==> src/rtl/lane_pkg.sv <==
// Shared types and default sizing for the lane packer.
// Exports pack_state_t, lane_t and the WIDTH/LANES/CNT_W defaults.
package lane_pkg;

    localparam int WIDTH = 10;
    localparam int LANES = 48;
    localparam int CNT_W = $clog2(LANES + 1);

    typedef enum logic {
        FILL,
        FULL
    } pack_state_t;

    typedef logic [WIDTH-1:0] lane_t;

endpackage

==> src/rtl/lane_ptr.sv <==
// Lane write pointer: increments per accepted word, clears on frame end or flush.
// Ports: clk, rst, inc_i, clr_i -> ptr_o (current lane), tc_o (at last lane).
module lane_ptr
    import lane_pkg::*;
#(
    parameter int LANES_P = LANES,
    parameter int CNT_WP  = $clog2(LANES_P + 1)
) (
    input  logic              clk,
    input  logic              rst,
    input  logic              inc_i,
    input  logic              clr_i,
    output logic [CNT_WP-1:0] ptr_o,
    output logic              tc_o
);

    logic [CNT_WP-1:0] ptr_q;
    logic [CNT_WP-1:0] ptr_d;

    always_comb begin
        ptr_d = ptr_q;
        if (clr_i) begin
            ptr_d = '0;
        end else if (inc_i) begin
            ptr_d = ptr_q + CNT_WP'(1);
        end
    end

    always_ff @(posedge clk or posedge rst) begin
        if (rst) begin
            ptr_q <= '0;
        end else begin
            ptr_q <= ptr_d;
        end
    end

    assign ptr_o = ptr_q;
    assign tc_o  = (ptr_q == CNT_WP'(LANES_P - 1));

endmodule

==> src/rtl/lane_packer.sv <==
// Packs WIDTH-bit words into consecutive lanes of a LANES*WIDTH frame.
// Ports: in_* word handshake, out_* frame handshake, clr sync flush, rst async.
module lane_packer
    import lane_pkg::*;
#(
    parameter int WIDTH_P = WIDTH,
    parameter int LANES_P = LANES,
    parameter int CNT_WP  = $clog2(LANES_P + 1)
) (
    input  logic                       clk,
    input  logic                       rst,
    input  logic                       clr,
    input  logic [WIDTH_P-1:0]         in_data,
    input  logic                       in_valid,
    input  logic                       in_last,
    output logic                       in_ready,
    output logic [LANES_P*WIDTH_P-1:0] out_data,
    output logic [LANES_P-1:0]         out_mask,
    output logic [CNT_WP-1:0]          out_count,
    output logic                       out_valid,
    input  logic                       out_ready
);

    pack_state_t state_q;
    pack_state_t state_d;

    logic [LANES_P*WIDTH_P-1:0] data_q;
    logic [LANES_P-1:0]         mask_q;
    logic [CNT_WP-1:0]          count_q;
    logic [CNT_WP-1:0]          ptr;
    logic                       tc;
    logic                       accept;
    logic                       done;
    logic                       drain;

    // accept is zero whenever in_valid is low, so X on in_last cannot leak.
    assign accept = (state_q == FILL) && in_valid && !clr;
    assign done   = accept && (tc || in_last);
    assign drain  = (state_q == FULL) && out_ready && !clr;

    lane_ptr #(
        .LANES_P(LANES_P),
        .CNT_WP (CNT_WP)
    ) u_ptr (
        .clk  (clk),
        .rst  (rst),
        .inc_i(accept && !done),
        .clr_i(clr || done),
        .ptr_o(ptr),
        .tc_o (tc)
    );

    always_comb begin
        state_d = state_q;
        if (clr) begin
            state_d = FILL;
        end else begin
            unique case (state_q)
                FILL:    if (done) state_d = FULL;
                FULL:    if (out_ready) state_d = FILL;
                default: state_d = FILL;
            endcase
        end
    end

    always_ff @(posedge clk or posedge rst) begin
        if (rst) begin
            state_q <= FILL;
        end else begin
            state_q <= state_d;
        end
    end

    always_ff @(posedge clk or posedge rst) begin
        if (rst) begin
            data_q  <= '0;
            mask_q  <= '0;
            count_q <= '0;
        end else if (clr || drain) begin
            data_q  <= '0;
            mask_q  <= '0;
            count_q <= '0;
        end else if (accept) begin
            data_q[int'(ptr)*WIDTH_P +: WIDTH_P] <= in_data;
            mask_q[ptr]                          <= 1'b1;
            count_q                              <= ptr + CNT_WP'(1);
        end
    end

    assign in_ready  = (state_q == FILL);
    assign out_valid = (state_q == FULL);
    assign out_data  = data_q;
    assign out_mask  = mask_q;
    assign out_count = count_q;

endmodule

==> config.mk <==
export PLATFORM = sky130hd
export DESIGN_NAME = lane_packer
export DESIGN_NICKNAME = d
export VERILOG_FILES = /design/src/rtl/lane_pkg.sv /design/src/rtl/lane_ptr.sv /design/src/rtl/lane_packer.sv
export SDC_FILE = /design/constraint.sdc
export NUM_CORES = 1
export LEC_CHECK = 0
export ABC_AREA = 1
export BUFFER_PORTS_ARGS = -buffer_cell sky130_fd_sc_hd__buf_2
export CAP_MARGIN = 30
export CORE_MARGIN = 5
export CORE_UTILIZATION = 50
export DETAILED_ROUTE_END_ITERATION = 10
export HOLD_SLACK_MARGIN = 0.03
export MAX_ROUTING_LAYER = met4
export PLACE_DENSITY = 0.74
export SLEW_MARGIN = 15
export SYNTH_ARGS = -nofsm -noshare
export SYNTH_HDL_FRONTEND = slang
export SYNTH_SLANG_ARGS = --single-unit
==> constraint.sdc <==
create_clock -name clk -period 20.3 [get_ports clk]
set_input_delay 2.03 -clock clk [delete_from_list [all_inputs] [get_ports clk]]
set_output_delay 2.03 -clock clk [all_outputs]
set_load 0.005 [all_outputs]
==> impl_metrics.sql <==
INSERT INTO impl_metrics (metric_group, metric, value, unit) VALUES
('run_status', 'run_status', 'finished, final reports clean', ''),
('floorplanning', 'core_area', '0.05360', 'mm²'),
('final_layout', 'nets', '4034', ''),
('placement', 'post-place-ws', '13.95', 'ns'),
('synthesis', 'syn_area', '0.02690', 'mm²'),
('critical_path', 'arrival', '5.83', 'ns'),
('synthesis', 'post_synth_and_or_nand_nor_area_fraction', '36.24', '%'),
('clock_tree', 'worstSkewPairLatency', '0.61', 'ns'),
('route', 'totalWireLength', '107100', 'µm'),
('clock_tree', 'cts.sink_count', '541', ''),
('timing', 'fraction_of_the_cycle_the_final_worst_path_needs', '26.30', '%'),
('critical_path', 'critPathLaunchType', 'input pin', ''),
('synthesis', 'synth.largest_area_cell', 'sky130_fd_sc_hd__dfrtp_1', ''),
('route', 'drcViolationCount', '0', ''),
('placement', 'gpl_wtd_cong', '0.9962', ''),
('clock_tree', 'post-cts-setup-buffers', '0', ''),
('timing', 'final_number_of_setup_violating_endpoints', '0', ''),
('route', 'vias', '27890', ''),
('clock_tree', 'clk_path_buf_depth', '3', ''),
('job', 'max_cap_violations', '0', ''),
('hold_path', 'min_delay_worst_endpoint', 'out_data[410]', ''),
('synthesis', 'biggest_area_contributors_in_the_synthesized_netlist', 'sky130_fd_sc_hd__dfrtp_1 (50%), sky130_fd_sc_hd__nand2_1 (15%), sky130_fd_sc_hd__nand3_1 (10%), sky130_fd_sc_hd__nor2_1 (5.8%), sky130_fd_sc_hd__o21ai_0 (3.3%)', ''),
('synthesis', 'area_fraction_in_compound_gates_after_synthesis', '6.949', '%'),
('route', 'drt-initial-drc-count', '3260', ''),
('synthesis', 'mean_syn_cell_area', '7.603', 'µm²'),
('floorplanning', 'num_io_pins', '552', ''),
('clock_tree', 'postCtsResizedCells', '0', ''),
('critical_path', 'ff2ff_setup_slack', '15.06', 'ns'),
('final_layout', 'drive_gt1_share', '18.84', '%'),
('placement', 'dp_hpwl', '75770', 'µm'),
('floorplanning', 'placement_rows', '85', ''),
('timing', 'final_hold_violations', '0', ''),
('global_route', 'track_usage', '36.32', '%'),
('critical_path', 'end_kind', 'flip-flop', ''),
('power', 'maximum_vdd_drop', '0.06454', 'mV'),
('synthesis', 'synth_xor_area_share', '0.2000', '%'),
('synthesis', 'ys_warn_count', '0', ''),
('hold_path', 'holdPathStages', '2', ''),
('global_route', 'largest_net_degree_at_the_start_of_global_routing', '177', ''),
('final_layout', 'fin_util', '59.83', '%'),
('synthesis', 'synth_top_family_by_area', 'simple AND/OR/NAND/NOR gates', ''),
('timing', 'final.setup_skew', '0.01155', 'ns'),
('placement', 'number_of_buffers_inserted_by_port_buffering', '551', ''),
('clock_tree', 'path_clk_slew', '0.06', 'ns'),
('power', 'power_density', '77.57', 'mW/mm²'),
('final_layout', 'layout_common_cells', 'sky130_fd_sc_hd__nand2_1 (1084), sky130_fd_sc_hd__buf_2 (553), sky130_fd_sc_hd__nand3_1 (552)', ''),
('synthesis', 'synth_enable_flop_cells', '0', ''),
('clock_tree', 'tritoncts', 'yes', ''),
('critical_path', 'critical_path.max_fanout', '43', ''),
('synthesis', 'yosys.area.top_type_share', '50.33', '%'),
('final_layout', 'syn_to_final_growth', '19.22', '%'),
('timing', 'unrepaired_setup_endpoints_after_global_routing', 'false', ''),
('critical_path', 'timing.reg2reg.worst_path_depth', '19', ''),
('timing', 'layout_setup_ws', '14.96', 'ns'),
('synthesis', 'yosysUniqueCellTypes', '47', ''),
('clock_tree', 'post_cts_hold_buffer_count', '0', ''),
('final_layout', 'layout_commonest_cell', 'sky130_fd_sc_hd__nand2_1', ''),
('global_route', 'grt-ovfl-total', '0', ''),
('route', 'drt-wirelength-per-cell', '22.55', 'µm'),
('synthesis', 'postSynthRegisterBits', '541', ''),
('timing', 'final_slew_viol_count', '0', ''),
('clock_tree', 'cts_root_cell', 'sky130_fd_sc_hd__clkbuf_16', ''),
('timing', 'maxClockFrequency', '187.3', 'MHz'),
('synthesis', 'synthesis.instances', '3538', ''),
('critical_path', 'path_class', 'in2reg', ''),
('power', 'leakagePower', '0.01741', 'µW'),
('synthesis', 'synthFlopType', 'sky130_fd_sc_hd__dfrtp_1', ''),
('global_route', 'antenna_found_initial', '6', ''),
('timing', 'totalNegativeSetupSlack', '0', 'ns'),
('global_route', 'grt_first_pass_wirelength', '161800', 'µm'),
('floorplanning', 'die_area', '0.05854', 'mm²');
[state kept, by name, summed over array words and instances (netlist names)]
| register | count |
|---|---|
| out_count | 6 |
| out_data | 480 |
| out_mask | 48 |
| out_valid | 1 |
| u_ptr.ptr_o | 6 |
[cells by family after synthesis]
group	count (synthesis)
simple gates	2253
flops	541
buf+inv	376
compound gates	352
fa+ha+maj	12
xor+xnor	4
[layer usage]
| layer | global-route usage, % | up-vias | wire (µm) |
|---|---|---|---|
| li1 | - | 12610 | - |
| met1 | 48.86 | 13350 | 43310 |
| met2 | 53.48 | 1647 | 46920 |
| met3 | 8.374 | 289 | 11240 |
| met4 | 15.32 | 0 | 5647 |
| met5 | - | - | 0 |
[synthesized netlist by cell type, drive strengths merged, types with 2 or more instances]
master,number
xor2,2
a31oi,7
nand4,109
inv,178
nor4,10
nand3,557
clkbuf,74
nand2,1098
nor3,31
o31ai,14
a41oi,2
ha,11
and2,4
o21ai,216
o22ai,17
dfrtp,541
clkinv,15
buf,109
nor2,443
xnor2,2
a21oi,90
[how the worst max path moves through the flow]
stage                  start       endpoint
finish              in_valid  out_data[242]
global route             rst  out_data[436]
CTS                      rst  out_data[436]
detailed placement       rst  out_data[146]
global placement         rst  out_data[147]
floorplan                rst   out_count[0]
[worst max-delay path, stage by stage]
cell                       delay (ns)
sky130_fd_sc_hd__buf_2           0.10
sky130_fd_sc_hd__nand2_1         0.33
sky130_fd_sc_hd__clkinv_1        0.48
sky130_fd_sc_hd__nor2_1          0.55
sky130_fd_sc_hd__buf_4           0.27
sky130_fd_sc_hd__nor2_4          0.06
sky130_fd_sc_hd__nand2_4         0.41
sky130_fd_sc_hd__clkinv_2        0.86
sky130_fd_sc_hd__nand3_1         0.44
sky130_fd_sc_hd__nand2_1         0.12
sky130_fd_sc_hd__nand2_1         0.10
sky130_fd_sc_hd__nand2_1         0.06
[cell type report]
class,instances,area [µm²]
multi-input combinational,2621,11860
inverter,193,743.2
timing repair buffer,593,3181
sequential,541,13540
tap,696,870.8
fill,4999,21530
clock buffer,86,1685
clock inverter,15,180.2
antenna,6,15.01
[where the power goes]
| group | switching, µW | total [µW] | leakage (µW) | internal (µW) |
|---|---|---|---|---|
| Combinational | 300 | 352 | 0.00893 | 51.3 |
| Clock | 436 | 1050 | 0.000919 | 618 |
| Sequential | 1.42 | 1080 | 0.00756 | 1080 |
[stage by stage]
| step | std cells | instance area [µm²] | total power [µW] | hold WS (ns) |
|---|---|---|---|---|
| after floorplan | 3538 | 26900 | 1319 | 0.4643 |
| after global placement | 4635 | 30020 | 1436 | 0.4530 |
| after detailed placement | 4638 | 30050 | 1437 | 0.4539 |
| after CTS | 4739 | 31920 | 2481 | 0.4723 |
| after global routing | 4751 | 32070 | 2561 | 0.4956 |
| final | 4751 | 32070 | 2488 | 0.4704 |
Power figures use the tool's default switching activity.
